<file path="src/rtl/m_receiver.sv">
// m_receiver: Manchester line receiver with bit-timing recovery, sync hunt, length byte and payload strobes
module m_receiver #(
  parameter int BIT_CLKS = 8,
  parameter logic [7:0] SYNC_BYTE = 8'hD5
) (
  input  logic       i_clk,
  input  logic       i_rst,
  input  logic       i_rx,
  output logic [7:0] o_data,
  output logic       o_data_valid,
  output logic       o_frame_start,
  output logic       o_frame_done,
  output logic       o_frame_err,
  output logic [7:0] o_frame_len,
  output logic [7:0] o_frames_count,
  output logic [7:0] o_status
);
  localparam int TO = 5 * BIT_CLKS / 4;
  localparam int CW = $clog2(TO + 1);
  localparam logic [CW-1:0] MID_C = CW'(3 * BIT_CLKS / 4);
  localparam logic [CW-1:0] TO_C = CW'(TO);
  typedef enum logic [3:0] {IDLE, SYNC, LEN, DATA} state_t;
  state_t state, state_n;
  logic s1, s2, s3, edg, acc, tout, in_frame, byte_end, start, dv, last;
  logic [CW-1:0] cnt;
  logic [7:0] sh, sh_n, rem;
  logic [2:0] nb;
  always_comb begin
    in_frame = state == LEN || state == DATA;
    edg = s2 != s3;
    tout = state != IDLE && cnt == TO_C;
    acc = edg && !tout && (state == IDLE || cnt >= MID_C);
    sh_n = state == IDLE ? {s2, 7'b0} : {s2, sh[7:1]};
    byte_end = acc && in_frame && nb == 3'd7;
    start = byte_end && state == LEN && sh_n != 8'd0;
    dv = byte_end && state == DATA;
    last = dv && rem == 8'd1;
    state_n = tout ? IDLE :
              !acc ? state :
              state == IDLE ? SYNC :
              state == SYNC ? (sh_n == SYNC_BYTE ? LEN : SYNC) :
              state == LEN ? (nb != 3'd7 ? LEN : start ? DATA : IDLE) :
              last ? IDLE : DATA;
  end
  always_ff @(posedge i_clk) begin
    if (i_rst) begin
      {s1, s2, s3} <= 3'b111;
      state <= IDLE;
      cnt <= '0;
      sh <= '0;
      rem <= '0;
      nb <= '0;
      o_data <= '0;
      o_data_valid <= 1'b0;
      o_frame_start <= 1'b0;
      o_frame_done <= 1'b0;
      o_frame_err <= 1'b0;
      o_frame_len <= '0;
      o_frames_count <= '0;
    end else begin
      {s1, s2, s3} <= {i_rx, s1, s2};
      state <= state_n;
      cnt <= acc ? '0 : cnt == TO_C ? cnt : cnt + 1'b1;
      sh <= acc ? sh_n : sh;
      nb <= in_frame ? nb + {2'b0, acc} : '0;
      rem <= start ? sh_n : dv ? rem - 8'd1 : rem;
      o_data <= dv ? sh_n : o_data;
      o_data_valid <= dv;
      o_frame_start <= start;
      o_frame_done <= last;
      o_frame_err <= tout && in_frame;
      o_frame_len <= start ? sh_n : o_frame_len;
      o_frames_count <= o_frames_count + {7'b0, last};
    end
  end
  assign o_status = {state != IDLE, 3'b0, state};
endmodule
</file>
<file path="config.mk">
export PLATFORM = sky130hd
export DESIGN_NAME = m_receiver
export DESIGN_NICKNAME = d
export VERILOG_FILES = /design/src/rtl/m_receiver.sv
export SDC_FILE = /design/constraint.sdc
export NUM_CORES = 1
export LEC_CHECK = 0
export BUFFER_PORTS_ARGS = -buffer_cell sky130_fd_sc_hd__buf_2
export CAP_MARGIN = 20
export CORE_MARGIN = 2
export CORE_UTILIZATION = 35
export DETAILED_ROUTE_END_ITERATION = 10
export SLEW_MARGIN = 20
export SYNTH_ARGS = -nofsm -noshare
export SYNTH_HDL_FRONTEND = slang
export SYNTH_SLANG_ARGS = --single-unit
</file>
<file path="constraint.sdc">
create_clock -name i_clk -period 2.97 [get_ports i_clk]
set_input_delay 0.297 -clock i_clk [delete_from_list [all_inputs] [get_ports i_clk]]
set_output_delay 0.297 -clock i_clk [all_outputs]
set_load 0.02 [all_outputs]
</file>
==> run_results.csv <==
group,metric,value,unit
outcome,status,"complete, no violations",
yosys,syn_area,2470,µm²
layout,n_antenna_cell,0,
yosys,synth.top_cells.by_count,"dfxtp_1 (55), nand2_1 (37), a21oi_1 (31)",
clock_network,cts_tree,"done",
floorplanning,fp.dieH,88.0,µm
layout,nets,324,
grt,grt_pass1_wl,9460,µm
sta,setup_slack,0.662,ns
route,first_pass_iters,4,
grt,grt_max_degree,31,
route,wl,5550,µm
yosys,synth_top_cell_area_share,0.446,
yosys,ys_warn_count,0,
worst_setup_path,required,3.16,ns
worst_setup_path,critPathMaxFanout,6,
worst_setup_path,crit_path_end_kind,"register",
route,drc,0,
route,ant_nets,0,
route,drt_iter0_markers,106,
clock_network,cts_hold_buf,0,
power,total_power,1.22,mW
sta,fmax,433,MHz
yosys,synth-seq-area-share,0.446,
sta,finalSetupViolations,0,
sta,slew_violations,0,
power,p_leak,1.10,nW
placed_design,numPlacedInstances,403,
clock_network,cts.path.max_buffers,2,
yosys,ys_top_cells_by_area,"dfxtp_1 (45%), a21oi_1 (6.3%), nand2_1 (5.6%), ha_1 (3.5%), nor2_1 (3.5%)",
clock_network,cts_sinks,55,
floorplanning,pin_count,39,
sta,fin_crit,2.31,ns
clock_network,numCtsBuffers,5,
worst_setup_path,path_class,"reg2reg",
placed_design,io_buffers,33,
clock_network,worstSkewPairLatency,0.31,ns
sta,setup_tns,0,ns
sta,fin_skew,0.00717,ns
power,p_per_area,441,nW/µm²
clock_network,ctsResizeCount,0,
clock_network,clk_pin_slew_worst_paths,0.10,ns
floorplanning,core,6790,µm²
layout,utilization,0.407,
floorplanning,die-area,7740,µm²
worst_setup_path,r2r_slack,0.66,ns
clock_network,cts_root_buf,"clkbuf_8",
grt,grt_util_all_layers,0.154,
placed_design,place_area,2680,µm²
layout,fin_cells,411,
placed_design,post-place-ws,0.654,ns
route,viasPerCell,5.02,
job,max-cap-violations,0,
worst_setup_path,crit_chain,"inv_1 > ha_1 > nand2b_1 > a2111oi_4 > and3_1 > ha_1 > nand3_1 > xor2_1 > nor2_1",
clock_network,post-cts-setup-buffers,0,
sta,timing.final.crit_share,0.777,
sta,worst_slew_margin_rel,0.654,
yosys,ys_types,53,
worst_setup_path,worst_setup_path_start_kind,"register",
clock_network,htree_num_levels,2,
yosys,synth_ff_type,"dfxtp_1",
layout,drive_above_1_share,0.178,
power,max-vdd-ir-drop,0.211,mV
sta,worst-slew-pin-transition,0.519,ns
worst_hold_path,worst_hold_path_type,"in2reg",
yosys,syn_inst,287,
sta,finalHoldViolations,0,
grt,grt.overflow.total,0,
yosys,synth_edf_count,0,
sta,holdWs,0.165,ns
placed_design,hpwlAfterDp,3890,µm
yosys,ys_async_sr_fraction,0,
grt,grt_pass1_vias,1945,
yosys,yosys.area.top_type,"dfxtp_1",
yosys,ys_seq_elements,55,
layout,fin_area,2760,µm²
worst_setup_path,cp.arrival,2.50,ns
placed_design,place_congestion,0.810,
worst_setup_path,crit_top_cell,"ha_1",
layout,area_growth,12.0,%
worst_setup_path,cp_slowest_cell,"a2111oi_4",
floorplanning,die_x,88.0,µm
yosys,yosysMostFrequentCell,"dfxtp_1",
route,wl_per_cell,13.5,µm
floorplanning,core.rowCount,30,
yosys,syn_avg_cell_area,8.60,µm²
sta,rsz0062_at_grt,"no",
worst_setup_path,slowest_delay,0.50,ns
route,vias,2063,
grt,antenna_found_initial,0,
floorplanning,initial_core_util,0.363,
-- cell type report --
type                            instances  area, µm²
Clock buffer                            6       72.6
Clock inverter                          2       12.5
Fill cell                             725       4030
Inverter                                9       33.8
Multi-Input combinational cell        208       1240
Sequential cell                        55       1100
Tap cell                               96        120
Timing Repair Buffer                   35        180
-- registers in the layout, indices dropped and copies added (netlist names) --
register / count
s2: 1
rem: 8
sh: 7
cnt: 4
o_data_valid: 1
o_frames_count: 8
o_data: 8
o_frame_start: 1
s1: 1
state: 2
nb: 3
o_frame_done: 1
o_frame_len: 8
o_frame_err: 1
s3: 1
-- final timing paths --
path / startpoint / end / cells past startpoint
worst max-delay path: cnt[0] / o_frames_count[4] / 9
worst min-delay path: i_rx / s1 / 2
worst max register to register: cnt[0] / o_frames_count[4] / 9
worst min register to register: s1 / s2 / 1
-- worst max-delay path: cells and delay by family (launching register included) --
kind,cells,cell delay (ns)
xor gates and xnor gates,1,0.15
DFF,1,0.36
buffers and inverters,1,0.08
AOI/OAI and AO/OA,1,0.50
and+or+nand+nor,4,0.65
adders and majority gates,2,0.44
-- per-layer routing --
metal  wire length [µm]  global-route usage  vias up
li1                   -                   -     1049
met2               2570               0.244       35
met1               2720               0.214      975
met5                  0                   0        -
met4                 49              0.0406        0
met3                205              0.0292        4
-- logic make-up (layout without fill, tap and decap cells) --
family          count (synthesis)  count (layout)  share of synthesized area
simple gates                  119             119                      0.248
compound gates                 65              65                      0.170
flops                          55              55                      0.446
buf+inv                        28              52                     0.0563
xor+xnor                       12              12                     0.0426
fa+ha+maj                       7               7                     0.0355
other cells                     1               5                    0.00152
-- report_power, final --
part / internal [mW] / switching (mW) / leakage (nW) / total, mW
registers: 0.744 / 0.0103 / 0.444 / 0.755
logic: 0.0174 / 0.0463 / 0.612 / 0.0637
clock network: 0.165 / 0.236 / 0.0412 / 0.401
total: 0.927 / 0.292 / 1.10 / 1.22
-- cells in the final DEF (no fill, tap or decap), drive strengths merged, types with 2 or more instances in the layout --
cell type  count
a2111oi        2
a211oi         2
a21oi         31
a31oi          8
and2           6
and3           5
buf           35
clkbuf         6
conb           5
dfxtp         55
ha             7
inv            9
nand2         37
nand2b         2
nand3         17
nand4          5
nor2          23
nor2b          2
nor3           5
o21ai         10
or2            4
or3            5
xnor2          7
xor2           5
(Power assumes the default switching activity.)
